<file path="config.mk">
export PLATFORM = sky130hd
export DESIGN_NAME = cnn_conv_mac_ctrl
export DESIGN_NICKNAME = d
export VERILOG_FILES = /design/src/rtl/cnn_conv_mac_ctrl.sv
export SDC_FILE = /design/constraint.sdc
export NUM_CORES = 1
export LEC_CHECK = 0
export ABC_AREA = 1
export CAP_MARGIN = 25
export CORE_MARGIN = 8
export CORE_UTILIZATION = 30
export CTS_CLUSTER_DIAMETER = 40
export CTS_CLUSTER_SIZE = 12
export DETAILED_ROUTE_END_ITERATION = 10
export GPL_ROUTABILITY_DRIVEN = 1
export PLACE_DENSITY_LB_ADDON = 0.3
export SLEW_MARGIN = 40
export SYNTH_ARGS = -nofsm -noshare
export SYNTH_HDL_FRONTEND = slang
export SYNTH_SLANG_ARGS = --single-unit
</file>
<file path="constraint.sdc">
create_clock -name ap_clk -period 3.3 [get_ports ap_clk]
set_input_delay 0.66 -clock ap_clk [delete_from_list [all_inputs] [get_ports ap_clk]]
set_output_delay 0.66 -clock ap_clk [all_outputs]
set_load 0.01 [all_outputs]
</file>
<file path="src/rtl/cnn_conv_mac_ctrl.sv">
// Sequencer and multiply-accumulate datapath for one convolution output pixel:
// walks N_TAPS feature/weight pairs, accumulates onto a bias, then shifts and saturates.
module cnn_conv_mac_ctrl #(
  parameter int N_TAPS = 9,
  parameter int ACC_W  = 26,
  parameter int SHIFT  = 0,
  parameter int OUT_W  = 16,
  localparam int AW    = (N_TAPS > 1) ? $clog2(N_TAPS) : 1
) (
  input  logic                    ap_clk,
  input  logic                    ap_rst_n,
  input  logic                    ap_start,
  output logic                    ap_done,
  output logic                    ap_idle,
  output logic                    ap_ready,
  input  logic signed [ACC_W-1:0] bias,
  output logic [AW-1:0]           rd_addr,
  output logic                    rd_ce,
  input  logic signed [13:0]      feat_q,
  input  logic signed [7:0]       wgt_q,
  output logic signed [OUT_W-1:0] result
);

  typedef enum logic [1:0] {IDLE, RUN, DRAIN, DONE} state_e;

  localparam logic [AW-1:0] LAST_TAP = AW'(N_TAPS - 1);
  localparam logic signed [ACC_W-1:0] SAT_MAX = ACC_W'((64'sd1 <<< (OUT_W - 1)) - 64'sd1);
  localparam logic signed [ACC_W-1:0] SAT_MIN = -SAT_MAX - ACC_W'(1);

  state_e                  state_q;
  logic [AW-1:0]           cnt_q;
  logic [AW-1:0]           rd_addr_q;
  logic                    rd_ce_q;
  logic                    data_vld_q;
  logic                    prod_vld_q;
  logic                    ap_done_q;
  logic                    ap_ready_q;
  logic                    ap_idle_q;
  logic signed [21:0]      prod_q;
  logic signed [21:0]      prod_d;
  logic signed [ACC_W-1:0] acc_q;
  logic signed [ACC_W-1:0] acc_d;
  logic signed [ACC_W-1:0] shifted;
  logic signed [OUT_W-1:0] sat_d;
  logic signed [OUT_W-1:0] result_q;

  // Only a valid product may touch the accumulator; sum wraps at ACC_W bits.
  always_comb begin
    prod_d = feat_q * wgt_q;
    acc_d  = acc_q;
    if (prod_vld_q) begin
      acc_d = acc_q + ACC_W'(prod_q);
    end
    shifted = acc_d >>> SHIFT;
    sat_d   = shifted[OUT_W-1:0];
    if (shifted > SAT_MAX) begin
      sat_d = SAT_MAX[OUT_W-1:0];
    end else if (shifted < SAT_MIN) begin
      sat_d = SAT_MIN[OUT_W-1:0];
    end
  end

  always_ff @(posedge ap_clk or negedge ap_rst_n) begin
    if (!ap_rst_n) begin
      state_q    <= IDLE;
      cnt_q      <= '0;
      rd_addr_q  <= '0;
      rd_ce_q    <= 1'b0;
      data_vld_q <= 1'b0;
      prod_vld_q <= 1'b0;
      ap_done_q  <= 1'b0;
      ap_ready_q <= 1'b0;
      ap_idle_q  <= 1'b1;
      prod_q     <= '0;
      acc_q      <= '0;
      result_q   <= '0;
    end else begin
      data_vld_q <= rd_ce_q;
      prod_vld_q <= data_vld_q;
      if (data_vld_q) begin
        prod_q <= prod_d;
      end
      acc_q      <= acc_d;
      ap_done_q  <= 1'b0;
      ap_ready_q <= 1'b0;
      case (state_q)
        IDLE: begin
          if (ap_start) begin
            state_q    <= RUN;
            acc_q      <= bias;
            cnt_q      <= '0;
            rd_ce_q    <= 1'b1;
            rd_addr_q  <= '0;
            ap_idle_q  <= 1'b0;
            ap_ready_q <= (N_TAPS == 1);
          end
        end
        RUN: begin
          if (cnt_q == LAST_TAP) begin
            state_q   <= DRAIN;
            rd_ce_q   <= 1'b0;
            rd_addr_q <= '0;
          end else begin
            cnt_q      <= cnt_q + AW'(1);
            rd_addr_q  <= cnt_q + AW'(1);
            // ready must coincide with the cycle the last address is on the bus
            ap_ready_q <= (int'(cnt_q) == N_TAPS - 2);
          end
        end
        DRAIN: begin
          if (!data_vld_q && prod_vld_q) begin
            state_q   <= DONE;
            result_q  <= sat_d;
            ap_done_q <= 1'b1;
          end
        end
        DONE: begin
          state_q   <= IDLE;
          ap_idle_q <= 1'b1;
        end
        default: begin
          state_q   <= IDLE;
          ap_idle_q <= 1'b1;
        end
      endcase
    end
  end

  assign ap_done  = ap_done_q;
  assign ap_idle  = ap_idle_q;
  assign ap_ready = ap_ready_q;
  assign rd_addr  = rd_addr_q;
  assign rd_ce    = rd_ce_q;
  assign result   = result_q;

endmodule

</file>
==> impl_metrics.json, run 1 <==
{
  "cts-htree-levels": 3,
  "start_util": 0.303,
  "clkTransAtPathRegs_ns": 0.07,
  "numCtsBuffers": 9,
  "antenna_found_initial": 0,
  "yosysSeqAreaShare": 0.205,
  "cp.required_ns": 3.53,
  "cts_tree": "done",
  "ir_drop_mv": 0.458,
  "synth_edf_count": 0,
  "rr_startpoint": "prod_q[0]",
  "async_flop_share": 1.00,
  "drive_gt1_frac": 0.241,
  "postRouteWirelength_mm": 25.8,
  "die_y_um": 197,
  "die_w_um": 197,
  "ant_nets": 0,
  "wl_per_cell_um": 13.0,
  "grt_pass1_vias": 8762,
  "finalMaxSlewViolations": 0,
  "root_buffer": "clkbuf_16",
  "syn_avg_cell_area_um2": 7.12,
  "io_pins": 75,
  "fin_worst_skew_ns": 0.0120,
  "setup_viol": 16,
  "synth_cells": 1374,
  "n_antenna_cell": 0,
  "critical_path.max_fanout": 6,
  "endpoint_kind": "register",
  "place_congestion": 0.908,
  "place_ws_ns": -1.85,
  "clock_sinks": 80,
  "synth.top_cells.by_area": "dfrtp_1 (20%), fa_1 (19%), nand2_1 (16%)",
  "viasPerCell": 4.29,
  "grt_use_total": 0.136,
  "fill_cells": 3334,
  "maxCapViolCount": 0,
  "gr-total-overflow": 0,
  "fin_crit_sh": 1.32,
  "cp.arrival_ns": 4.57,
  "placedInstanceArea_mm2": 0.0117,
  "fin_nets": 1752,
  "hp-class": "input pin to async pin",
  "port_buffers": 74,
  "grt_max_degree": 81,
  "synth_largest_area_cell": "dfrtp_1",
  "clock_path_buffers": 2,
  "max_freq_mhz": 230,
  "reg2reg_depth": 17,
  "maxSlewHeadroom": 0.514,
  "drt_iter0_drc": 386,
  "period_needed_ns": 4.34,
  "status": "finished with violations",
  "vias": 8502,
  "worst_slew_pin_slew_ns": 0.729,
  "power.density_mw_per_mm2": 1110,
  "syn_to_final_growth_pct": 30.8,
  "syn_area_mm2": 0.00978,
  "ff2ff_setup_slack_ns": 0.22,
  "fin_ws_ns": -1.04,
  "ys_ff_latch": 80,
  "die-area_mm2": 0.0386,
  "timing.rr.end": "result[0]",
  "synth.net_count": 1589,
  "synth_top_cell_area_share": 0.202,
  "drc_errors": 0,
  "power.leakage_nw": 6.86,
  "startpoint_type": "input pin",
  "clock_latency_ns": 0.34,
  "rsz0062_at_grt": "yes",
  "core_mm2": 0.0323,
  "synth_ff_type": "dfrtp_1",
  "drt-pass1-iter-count": 6,
  "rows": 66,
  "yosys_warnings": 0,
  "grt_pass1_wl_mm": 43.4,
  "ys_types": 43,
  "violations": "setup timing",
  "path_class": "input pin to register",
  "hold_viol": 0,
  "dp_hpwl_mm": 20.9,
  "fin_area_mm2": 0.0128
}
==> synthesized netlist by cell type, drive strengths merged, types with 2 or more instances <==
cell type / instances
inv: 312
nand4: 8
ha: 72
or2: 32
clkbuf: 35
buf: 7
a21oi: 56
o21ai: 54
a21o: 2
nand3: 55
fa: 92
nor3: 4
xor2: 13
a31oi: 9
nand2: 429
o31ai: 2
o211ai: 3
xnor2: 15
nor2: 75
dfrtp: 79
mux2i: 7
nand3b: 3
o21bai: 4
==> report_power, final <==
group          internal [W]  switching, W  total [W]
registers           0.00151      0.000358    0.00187
logic               0.00494       0.00639     0.0113
clock network      0.000537      0.000431   0.000967
total               0.00699       0.00718     0.0142
==> worst max path at each step <==
stage,end,from
2_1_floorplan,prod_q[17],feat_q[0]
3_3_place_gp,prod_q[17],feat_q[6]
3_5_place_dp,prod_q[17],feat_q[6]
4_1_cts,prod_q[17],wgt_q[4]
5_1_grt,prod_q[17],wgt_q[7]
6_report,prod_q[17],wgt_q[3]
==> timing repair <==
action,in CTS,in global routing
resized for setup,142,110
cloned,1,0
hold endpoints to repair,0,0
pin swaps,70,84
hold buffers,0,0
endpoints found under the setup margin,17,17
buffers inserted,30,11
==> layer usage <==
| metal | GRT usage | up-vias | wire [um] |
|---|---|---|---|
| met2 | 0.235 | 85 | 12300 |
| met1 | 0.183 | 3940 | 12700 |
| met5 | 0 | - | 0 |
| met4 | 0.0300 | 0 | 384 |
| met3 | 0.0123 | 24 | 475 |
| li1 | - | 4453 | - |
==> kinds of logic (layout without fill, tap and decap cells) <==
| logic type | Yosys count | in the layout | share of synthesized area |
|---|---|---|---|
| and+or+nand+nor | 608 | 608 | 0.264 |
| muxes | 7 | 7 | 0.00717 |
| AOI/OAI and AO/OA | 132 | 132 | 0.0795 |
| adders and majority gates | 164 | 164 | 0.281 |
| buffers and inverters | 355 | 523 | 0.139 |
| DFF | 80 | 80 | 0.205 |
| xor gates and xnor gates | 28 | 28 | 0.0251 |
==> state kept, by name (all words and copies together), names as in the netlist <==
signal and cells:
rd_ce 1, rd_addr 4, result 16, state_q 2, prod_q 22, ap_done 1, prod_vld_q 1, acc_q 26
ap_idle 1, data_vld_q 1, ap_ready 1, cnt_q 4
==> cells in the final DEF (no fill, tap or decap), types with 49 or more instances in the layout <==
| master | count |
|---|---|
| buf_4 | 97 |
| clkdlybuf4s50_1 | 51 |
| dfrtp_1 | 79 |
| fa_1 | 86 |
| ha_1 | 50 |
| inv_1 | 277 |
| nand2_1 | 371 |
| nand2_2 | 49 |
| nand3_1 | 49 |
| nor2_1 | 60 |
==> worst max-delay path: stages <==
cell and delay, ns:
buf_4 0.13, buf_12 0.13, nand2_2 0.05, inv_2 0.04
fa_1 0.53, fa_1 0.45, fa_1 0.51, inv_1 0.05
fa_1 0.51, inv_2 0.05, ha_4 0.23, a21o_1 0.15
o21bai_4 0.17, nor2_4 0.12, o21ai_2 0.09, nand2_1 0.09
nand2_2 0.08, nand3_4 0.08, a31oi_4 0.08, or2_4 0.23
nand3_2 0.06, nand2_1 0.05
==> through the flow <==
stage	hold slack, ns	TNS (ns)	total power [W]	std cells	utilization
final	0.353	-12.81	0.0142	1984	0.396
after global routing	0.410	-15.39	0.0159	1984	0.396
after CTS	0.389	-14.20	0.0136	1980	0.387
after detailed placement	0.429	-26.15	0.0121	1934	0.363
after global placement	0.427	-25.84	0.0119	1934	0.363
after floorplan	0.352	-13.78	0.00925	1374	-
==> final cells by class <==
type / count / area [um^2] / area share
clock inverter: 5 / 40.0 / 0.00313
multi-input combinational: 939 / 7030 / 0.550
clock buffer: 11 / 243 / 0.0190
inverter: 313 / 1180 / 0.0925
timing repair buffer: 194 / 1740 / 0.136
tap: 442 / 553 / 0.0432
sequential: 80 / 2000 / 0.157
(Power assumes the default switching activity.)
==> inputs of run 2 (changes only) <==
Settings changed: SLEW_MARGIN 40 to unset.
==> run 2 against run 1 <==
  * Cell count hardly changed
  * Clock-buffer cell count unchanged
  * The flow still finishes with violations (setup timing)
  * Via count is 0.24% higher
  * Largest cell class unchanged
  * Worst hold slack got worse by 0.062 ns
  * Sequential cell count did not move
==> impl_metrics.json, run 2 (synthesized netlist as in run 1, its figures left out) <==
{
  "fin_ws_ns": -1.04,
  "drive_gt1_frac": 0.242,
  "drt_iter0_drc": 360,
  "grt_pass1_wl_mm": 43.5,
  "max_freq_mhz": 230,
  "n_antenna_cell": 0,
  "root_buffer": "clkbuf_16",
  "clock_latency_ns": 0.34,
  "startpoint_type": "input pin",
  "path_delay_family": "adder cells",
  "viasPerCell": 4.29,
  "power.density_mw_per_mm2": 1110,
  "worst_slew_pin_slew_ns": 0.649,
  "grt_pass1_vias": 8767,
  "place_ws_ns": -1.85,
  "cp.arrival_ns": 4.57,
  "crit_top_cell": "fa_1",
  "largest_reg_flops": 26,
  "path_class": "input pin to register",
  "die-area_mm2": 0.0386,
  "numCtsBuffers": 9,
  "clock_sinks": 80,
  "vias": 8522,
  "rows": 66,
  "cts-htree-levels": 3,
  "postRouteWirelength_mm": 25.9,
  "die_y_um": 197,
  "cts_tree": "done",
  "ant_nets": 0,
  "maxCapViolCount": 0,
  "path_depth": 22,
  "die_w_um": 197,
  "start_util": 0.303,
  "critical_path.max_fanout": 6,
  "setup_viol": 16,
  "hold_viol": 0,
  "whs_ns": 0.291,
  "cp.required_ns": 3.53,
  "syn_to_final_growth_pct": 31.0,
  "violations": "setup timing",
  "largest-register": "acc_q",
  "rsz0062_at_grt": "yes",
  "fill_cells": 3329,
  "drc_errors": 0,
  "reg2reg_depth": 17,
  "crit_chain": "buf_4, buf_12, nand2_2, inv_2, fa_1, fa_1, fa_1, inv_1, fa_1, inv_2, ha_4, a21o_1, o21bai_4, nor2_4, o21ai_2, nand2_1, nand2_2, nand3_4, a31oi_4, or2_4, nand3_2, nand2_1",
  "status": "finished with violations",
  "hp-class": "input pin to async pin",
  "core_mm2": 0.0323,
  "drt-pass1-iter-count": 5,
  "crit_slowest_cell": "fa_1",
  "endpoint_kind": "register",
  "path_buf_inv": 5,
  "gr-total-overflow": 0,
  "final_common_cell": "nand2_1",
  "maxSlewHeadroom": 0.567,
  "wl_per_cell_um": 13.0,
  "grt_use_total": 0.136,
  "place_congestion": 0.908,
  "fin_total_pwr_w": 0.0142,
  "grt_max_degree": 81,
  "power.leakage_nw": 6.87,
  "slowest_delay_ns": 0.53,
  "fin_worst_skew_ns": 0.0114,
  "finalMaxSlewViolations": 0,
  "fin_crit_sh": 1.32,
  "period_needed_ns": 4.34,
  "post-route-util": 0.397,
  "ir_drop_mv": 0.461,
  "final_cell_mix": "nand2_1 (371), inv_1 (277), buf_4 (98)",
  "antenna_found_initial": 0,
  "port_buffers": 74,
  "clkTransAtPathRegs_ns": 0.07,
  "clock_path_buffers": 2,
  "dp_hpwl_mm": 20.9,
  "io_pins": 75,
  "fin_nets": 1753
}
## run 2: cell types whose count changed in the layout (fill, tap and decap cells not counted), sizes merged
cell | previous run | this run
buf | 132 | 133
## run 2: area by class of cell
cell class	count	area, um^2	share of cell area
clock inverter	5	40.0	0.00313
clock buffer	11	243	0.0190
sequential	80	2000	0.156
tap	442	553	0.0432
inverter	313	1180	0.0923
multi-input combinational	939	7030	0.549
timing repair buffer	195	1750	0.137
## run 2: worst register-to-register path: stages, from the launching register on
cell and delay (ns):
dfrtp_1 0.42, ha_1 0.26, fa_1 0.43, nand2_1 0.12, nand2_1 0.11, nand3_1 0.11, nand2_2 0.11, nand2_2 0.11
nand3_1 0.08, nand3_1 0.09, nand2_1 0.06, nor2_1 0.15, nand2_1 0.11, nor2_1 0.11, nand3_1 0.17, a21oi_4 0.15
buf_4 0.26, a21oi_1 0.10
## run 2: final timing paths
kind	from	to	slack [ns]
setup / recovery	wgt_q[3]	prod_q[17]	-1.04
hold / removal	ap_rst_n	result[10]	0.29
setup reg to reg	prod_q[0]	result[0]	0.21
hold reg to reg	rd_ce	data_vld_q	0.43
max in group asynchronous	ap_rst_n	ap_idle	2.33
min in group ap_clk	rd_ce	data_vld_q	0.43
## run 2: what timing repair did
action / in CTS / in global routing
setup endpoints to repair: 17 / 17
hold endpoints to repair: 0 / 0
resized for setup: 142 / 110
buffers inserted: 30 / 11
pin swaps: 70 / 84
gates cloned: 1 / 0
hold buffers: 0 / 0
## run 2: stage by stage
| step | instance area [um^2] | setup TNS, ns | instances |
|---|---|---|---|
| after global routing | 12800 | -15.38 | 1985 |
| after global placement | 11700 | -25.84 | 1934 |
| after detailed placement | 11700 | -26.15 | 1934 |
| after floorplan | 10100 | -13.78 | 1374 |
| final | 12800 | -12.81 | 1985 |
| after CTS | 12500 | -14.22 | 1980 |
## run 2: where the power goes
part	leakage, nW	internal [W]	total [W]	switching, W
clock network	0.129	0.000537	0.000966	0.000430
logic	5.79	0.00495	0.0113	0.00640
registers	0.948	0.00151	0.00187	0.000362
## run 2: layer usage
metal / track usage / up-vias / wire [um]
li1: - / 4458 / -
met1: 0.183 / 3947 / 12600
met2: 0.235 / 91 / 12300
met3: 0.0126 / 26 / 526
met4: 0.0323 / 0 / 429
met5: 0 / - / 0
